--- config.mk ---
export PLATFORM = sky130hd
export DESIGN_NAME = gpio_shift_out
export DESIGN_NICKNAME = d
export VERILOG_FILES = /design/src/rtl/gpio_shift_out.sv
export SDC_FILE = /design/constraint.sdc
export NUM_CORES = 1
export LEC_CHECK = 0
export BUFFER_PORTS_ARGS = -buffer_cell sky130_fd_sc_hd__buf_4
export CORE_ASPECT_RATIO = 0.8
export CORE_MARGIN = 4
export CORE_UTILIZATION = 60
export CTS_CLUSTER_SIZE = 28
export DETAILED_ROUTE_END_ITERATION = 8
export PLACE_DENSITY = 0.81
export SYNTH_ARGS = -nofsm -noshare
export SYNTH_HDL_FRONTEND = slang
export SYNTH_SLANG_ARGS = --single-unit
--- constraint.sdc ---
create_clock -name clk -period 5.3 [get_ports clk]
set_clock_uncertainty 0.05 [all_clocks]
set_input_delay 0 -clock clk [delete_from_list [all_inputs] [get_ports clk]]
set_output_delay 0 -clock clk [all_outputs]
set_load 0.01 [all_outputs]
--- src/rtl/gpio_shift_out.sv ---
// -----------------------------------------------------------------------------
// gpio_shift_out
//
// Serialises the buffered GPIO output word(s) onto an external shift-register
// chain (74HC595 style): MSB first on sdat, clocked by sclk, followed by one
// latch strobe that transfers the chain into its storage registers.
//
// Parameters:
//   size : number of 16-bit words in port_in (N = size*16 bits per frame)
//   div  : system clocks per sclk half-period, 1..65535
//
// Ports:
//   clk     in   system clock, all state updates on the rising edge
//   reset   in   asynchronous, active-high reset
//   port_in in   [N-1:0] parallel word(s) from the gpio_out port_out bus
//   sclk    out  serial shift clock
//   sdat    out  serial data, stable across each sclk low+high pair
//   latch   out  storage-register strobe, active high for div clocks
//   busy    out  high while a frame (shift + latch) is in progress
//
// Configuration macro: GPIO_SHIFT_OUT_CHANGE_DETECT_EN
//   defined   : a frame starts only when port_in differs from the last value
//               sent, so the chain is rewritten only on change.
//   undefined : a frame starts on every IDLE clock, continuously refreshing
//               the chain with exactly one IDLE clock between frames.
//
// Handshake: there is no valid/ready pair; port_in is sampled only on the
// clock that leaves IDLE, and busy marks the window in which it is ignored.
// -----------------------------------------------------------------------------
module gpio_shift_out #(
  parameter int unsigned size = 1,
  parameter int unsigned div  = 4
) (
  input  logic                 clk,
  input  logic                 reset,
  input  logic [size*16-1:0]   port_in,
  output logic                 sclk,
  output logic                 sdat,
  output logic                 latch,
  output logic                 busy
);

  localparam int unsigned N     = size * 16;
  localparam int unsigned DIV_W = (div > 1) ? $clog2(div) : 1;
  localparam int unsigned BIT_W = $clog2(N);

  localparam logic [DIV_W-1:0] DIV_LAST = DIV_W'(div - 1);
  localparam logic [BIT_W-1:0] BIT_LAST = BIT_W'(N - 1);

  typedef enum logic [1:0] {
    ST_IDLE  = 2'd0,
    ST_LOW   = 2'd1,
    ST_HIGH  = 2'd2,
    ST_LATCH = 2'd3
  } state_t;

  state_t             state_q,   state_d;
  logic [DIV_W-1:0]   div_cnt_q, div_cnt_d;
  logic [BIT_W-1:0]   bit_cnt_q, bit_cnt_d;
  logic [N-1:0]       shift_q,   shift_d;
  logic               sclk_q,    sclk_d;
  logic               latch_q,   latch_d;
  logic               busy_q,    busy_d;
  logic               start;
  logic               div_done;

`ifdef GPIO_SHIFT_OUT_CHANGE_DETECT_EN
  logic [N-1:0]       last_q,    last_d;

  assign start = (port_in != last_q);
`else
  assign start = 1'b1;
`endif

  assign div_done = (div_cnt_q == DIV_LAST);

  always_comb begin
    state_d   = state_q;
    div_cnt_d = div_cnt_q;
    bit_cnt_d = bit_cnt_q;
    shift_d   = shift_q;
    sclk_d    = sclk_q;
    latch_d   = latch_q;
    busy_d    = busy_q;
`ifdef GPIO_SHIFT_OUT_CHANGE_DETECT_EN
    last_d    = last_q;
`endif

    case (state_q)
      ST_IDLE: begin
        if (start) begin
          state_d   = ST_LOW;
          shift_d   = port_in;
`ifdef GPIO_SHIFT_OUT_CHANGE_DETECT_EN
          last_d    = port_in;
`endif
          busy_d    = 1'b1;
          sclk_d    = 1'b0;
          latch_d   = 1'b0;
          div_cnt_d = '0;
          bit_cnt_d = '0;
        end
      end

      ST_LOW: begin
        if (div_done) begin
          state_d   = ST_HIGH;
          sclk_d    = 1'b1;
          div_cnt_d = '0;
        end else begin
          div_cnt_d = div_cnt_q + DIV_W'(1);
        end
      end

      ST_HIGH: begin
        if (div_done) begin
          div_cnt_d = '0;
          sclk_d    = 1'b0;
          if (bit_cnt_q == BIT_LAST) begin
            state_d = ST_LATCH;
            latch_d = 1'b1;
          end else begin
            // The next bit appears on the falling sclk edge, so it is stable
            // for the whole following low+high pair.
            state_d   = ST_LOW;
            bit_cnt_d = bit_cnt_q + BIT_W'(1);
            shift_d   = {shift_q[N-2:0], 1'b0};
          end
        end else begin
          div_cnt_d = div_cnt_q + DIV_W'(1);
        end
      end

      ST_LATCH: begin
        if (div_done) begin
          state_d   = ST_IDLE;
          latch_d   = 1'b0;
          busy_d    = 1'b0;
          div_cnt_d = '0;
        end else begin
          div_cnt_d = div_cnt_q + DIV_W'(1);
        end
      end

      default: begin
        state_d = ST_IDLE;
      end
    endcase
  end

  always_ff @(posedge clk or posedge reset) begin
    if (reset) begin
      state_q   <= ST_IDLE;
      div_cnt_q <= '0;
      bit_cnt_q <= '0;
      shift_q   <= '0;
      sclk_q    <= 1'b0;
      latch_q   <= 1'b0;
      busy_q    <= 1'b0;
`ifdef GPIO_SHIFT_OUT_CHANGE_DETECT_EN
      last_q    <= '0;
`endif
    end else begin
      state_q   <= state_d;
      div_cnt_q <= div_cnt_d;
      bit_cnt_q <= bit_cnt_d;
      shift_q   <= shift_d;
      sclk_q    <= sclk_d;
      latch_q   <= latch_d;
      busy_q    <= busy_d;
`ifdef GPIO_SHIFT_OUT_CHANGE_DETECT_EN
      last_q    <= last_d;
`endif
    end
  end

  // sdat is the top of the shift register itself: cleared by reset, loaded
  // with port_in[N-1] on start, and held between frames.
  assign sclk  = sclk_q;
  assign sdat  = shift_q[N-1];
  assign latch = latch_q;
  assign busy  = busy_q;

endmodule
Word level (Yosys, flattened, before mapping)
Index checks and enable logic that the tools add are counted.
{"block": "classes", "n_mux": 20, "n_addsub": 2, "reduce_logical": 11, "eq_ne": 10}
{"cell": "16-bit two-way mux", "count": 2}
{"cell": "16-bit one-hot mux with 2 select lines", "count": 1}
{"cell": "2-bit two-way mux", "count": 5}
{"cell": "2-bit != test (second input constant)", "count": 5}
{"cell": "3-bit AND reduction", "count": 3}
{"cell": "4-bit two-way mux", "count": 2}
{"cell": "2-bit one-hot mux with 4 select lines", "count": 1}
{"cell": "4-bit one-hot mux with 2 select lines", "count": 1}
{"cell": "2-bit == test (second input constant)", "count": 3}
{"cell": "1-bit one-hot mux with 3 select lines", "count": 2}
{"cell": "3-bit nonzero test", "count": 2}
{"cell": "4-bit by 1-bit adder with 4-bit output (second input constant)", "count": 1}
{"cell": "4-bit == test (second input constant)", "count": 1}
{"cell": "1-bit two-way mux", "count": 4}
{"cell": "2-bit one-hot mux with 2 select lines", "count": 1}
{"cell": "4-bit AND reduction", "count": 1}
{"cell": "2-bit nonzero test", "count": 2}
{"cell": "3-bit OR reduction", "count": 1}
{"cell": "2-bit by 1-bit adder with 2-bit output (second input constant)", "count": 1}
{"cell": "2-bit by 1-bit == test with 1-bit output (second input constant)", "count": 1}
{"cell": "2-bit zero test", "count": 1}
{"cell": "1-bit one-hot mux with 2 select lines", "count": 1}
{"cell": "2-bit AND reduction", "count": 1}
{"block": "totals", "register_bits": 27, "elab_cells": 50}

Longest topological paths before layout
{"block": "logic_depth", "word_depth": 4, "ltp_mapped": 8, "depth_no_buf": 5}

Worst setup path before layout
OpenSTA, ideal clock, no wires.
{"block": "synth_timing", "path_type": "reg2reg", "start": "reg state_q[0]", "end": "reg shift_q[15]", "setup_slack_ns": 3.512, "t_arrival_ns": 1.613, "required_time_ns": 5.125, "path_buffers": 3, "synth_period_minus_slack_ns": 1.788, "stages_incl_launch_ff": 9, "cell_sequence": "dfrtp_1 inv_1 ha_1 buf_6 nand4_4 o211a_1 buf_6 buf_12 mux2_4"}
{"block": "synth_via", "elab_chain_len": 3, "elab_cells_between_ends": 7}
{"element": "from (decl)", "line": "57", "rtl": "state_t state_q, state_d;"}
{"element": "from (signal assigned)", "line": "164", "rtl": "state_q <= state_d;"}
{"element": "2-bit == test or 2-bit zero test (tied branches)", "line": "89", "rtl": "case (state_q)"}
{"element": "2-bit != test (no source line) or 2-bit nonzero test (tied branches)"}
{"element": "3-bit AND reduction (no source line)"}
{"element": "to (signal assigned)", "line": "167", "rtl": "shift_q <= shift_d;"}
{"element": "to (decl)", "line": "60", "rtl": "logic [N-1:0] shift_q, shift_d;"}
Parallel ways exist; a longest one is shown, timed or not.
A chain may end at the register's enable or synchronous reset.

Worst setup path in the final report
{"block": "layout_timing", "start": "reg state_q[0]", "end": "reg shift_q[7]"}
The elaborated chain is that of the path after synthesis.

==> results_dict.tcl <==
set metrics [dict create \
    dp_hpwl_um 1940 \
    maxSlewHeadroom_pct 33.4 \
    synth_compound_area_share_pct 8.36 \
    synth_edf_count 0 \
    clock_sinks 27 \
    synth_top_area_share_pct 45.6 \
    path_cells "inv_1 -> ha_1 -> buf_4 -> o211a_1 -> mux2_2" \
    root_buffer "clkbuf_4" \
    yosysTopAreaCell "dfrtp_1" \
    max_freq_mhz 377 \
    die_x_um 63.6 \
    synth_xor_area_share_pct 0 \
    crit_fanout 19 \
    grtUsageMet1_pct 22.1 \
    synth.area.mux_share_pct 24.3 \
    power_density_mw_per_mm2 187 \
    pre_cts_ws_ns 2.66 \
    rsz0062_at_grt "no" \
    post_drt_via_cell_ratio 5.57 \
    postCtsSetupBuffers 0 \
    layout-drive-gt1-share_pct 38.3 \
    setup_viol 0 \
    drv_cap 0 \
    fin_tns_setup_ns 0 \
    die_height_um 52.4 \
    clock_path_buffers 2 \
    cts_resized 0 \
    drc_errors 0 \
    synthesis.nets 143 \
    critical-path-slowest-cell "o211a_1" \
    grt.total_usage_pct 18.2 \
    drt_pre_antenna_iters 4 \
    yosysWarnings 0 \
    stdcell_count 179 \
    syn_to_final_growth_pct 21.7 \
    busiest_layer "met2" \
    hp-class "in -> async" \
    path_delay_family "compound AO/OA/AOI/OAI gates" \
    synth_cells 117 \
    drt_iter0_drc 36 \
    antenna_cells 0 \
    outcome "complete, no violations" \
    clk_pin_slew_worst_paths_ns 0.16 \
    cp.required_ns 5.47 \
    max_stage_delay_ns 0.69 \
    grt_pass1_wl_um 4590 \
    dp_cells 158 \
    cellLeakagePower_uw 0.000833 \
    rows 15 \
    dieArea_mm2 0.00333 \
    holdBufCountCts 15 \
    antenna_left 0 \
    cp.arrival_ns 2.83 \
    period_needed_ns 2.66 \
    multi_input_area_um2 692 \
    start_util_pct 65.8 \
    synth_top_family_by_area "multiplexers" \
    synthSimpleGateAreaFrac_pct 7.26 \
    synth_cell_types 24 \
    h-tree-depth 1 \
    ios 22 \
    cp-end-kind "flip-flop" \
    grt-ovfl-total 0 \
    syn_area_per_cell_um2 12.7 \
    ys_async_sr_fraction_pct 100 \
    synthAdderAreaFrac_pct 6.76 \
    use_met3_pct 5.36 \
    worst-path-buf-inv 2 \
    port_buffers 21 \
    ff_latch_area_um2 676 \
    synth.area.top_cells "dfrtp_1, mux2_2, ha_1" \
    insertion_delay_ns 0.34 \
    seq_area_frac_synth_pct 45.6 \
    hold_violations 0 \
    fin_ws_ns 2.64 \
    cts_tree "done" \
    core_area_mm2 0.00225 \
    layout_common_cells "dfrtp_1, mux2_2, buf_4, dlygate4sd3_1, inv_1" \
    period_share_pct 50.1 \
    synth-main-ff-cell "dfrtp_1" \
    fillCellCount 133 \
    cp-start-kind "flip-flop" \
    syn_area_mm2 0.00148 \
    met2_usage_pct 32.1 \
    grt_pass1_vias 982 \
    via_count 997 \
    tightestPinTransition_ns 0.998 \
    placed_cell_area_mm2 0.00161 \
    worstSetupPathType "reg -> reg" \
    ys_ff_latch 27 \
    nets 181 \
    drt-wirelength-per-cell_um 15.9 \
    cts_made_buffers 3 \
    drv_slew 0 \
    max-vdd-ir-drop_v 0.000140 \
    wl_um 2840 \
    grt_max_degree 28 \
    grt_antenna_before_repair 0 \
    gp_congestion 0.747 \
    final_common_cell "dfrtp_1" \
    fin_area_mm2 0.00180 \
]
cell families after synthesis:
group           count (synthesis)
simple gates                   16
mux                            30
fa+ha+maj                       8
flops                          27
buf+inv                        17
compound gates                 19
report_power, final:
part	switching [uW]	internal, uW	total, uW	leakage, uW
clock	62.4	28.4	90.8	0.0000177
sequential	2.12	210	212	0.000334
combinational	10.7	23.6	34.3	0.000482
total	75.2	262	337	0.000833
worst min-delay path, stage by stage:
cell	delay, ns
dlygate4sd3_1	0.54
buf_4	0.13
inv_1	0.71
worst paths after layout:
| check | cells past startpoint | start | end | slack, ns |
|---|---|---|---|---|
| hold reg to reg | 1 | div_cnt_q[0]$_DFF_PP0_ | div_cnt_q[0]$_DFF_PP0_ | 0.40 |
| min in group clk | 4 | port_in[0] | shift_q[0]$_DFFE_PP0P_ | 0.38 |
| setup reg to reg | 5 | state_q[0]$_DFFE_PP0P_ | shift_q[7]$_DFFE_PP0P_ | 2.64 |
| max in group asynchronous | 3 | reset | shift_q[7]$_DFFE_PP0P_ | 4.20 |
| hold / removal | 3 | reset | bit_cnt_q[3]$_DFFE_PP0P_ | 0.38 |
| setup / recovery | 5 | state_q[0]$_DFFE_PP0P_ | shift_q[7]$_DFFE_PP0P_ | 2.64 |
per-layer routing:
metal	routed length, um	part of all wire, %	up-vias
met3	92	3.2	4
met5	0	0	-
met4	26	0.92	0
met2	1400	49	18
li1	-	-	486
met1	1330	47	489
final cells by class:
cell class | count | share of cell area [%]
Timing Repair Buffer | 39 | 18.6
Clock buffer | 3 | 1.25
Sequential cell | 27 | 37.5
Inverter | 11 | 2.29
Clock inverter | 1 | 0.278
Multi-Input combinational cell | 73 | 38.4
Tap cell | 25 | 1.73
per-stage QoR:
step / util [%] / power, uW / hold WS, ns
finish: 80.1 / 337 / 0.381
global route: 80.1 / 355 / 0.413
CTS: 79.2 / 336 / 0.00186
detailed placement: 71.3 / 240 / 0.191
global placement: 71.3 / 239 / 0.193
floorplan: - / 227 / 0.00272
Yosys cell counts, drive strengths merged (2+ instances only):
| master | count |
|---|---|
| dfrtp | 27 |
| mux2 | 30 |
| nand2 | 2 |
| ha | 8 |
| buf | 6 |
| o2bb2ai | 2 |
| inv | 11 |
| nand3b | 2 |
| a21oi | 5 |
| o21ai | 6 |
| nor2 | 4 |
| o211a | 2 |
| nor3 | 2 |
| nand4 | 4 |
flip-flops by register name, indices dropped and copies added, names as in the netlist:
register   count
shift_q       16
busy           1
sclk           1
div_cnt_q      2
bit_cnt_q      4
state_q        2
latch          1
(Power assumes the default switching activity.)
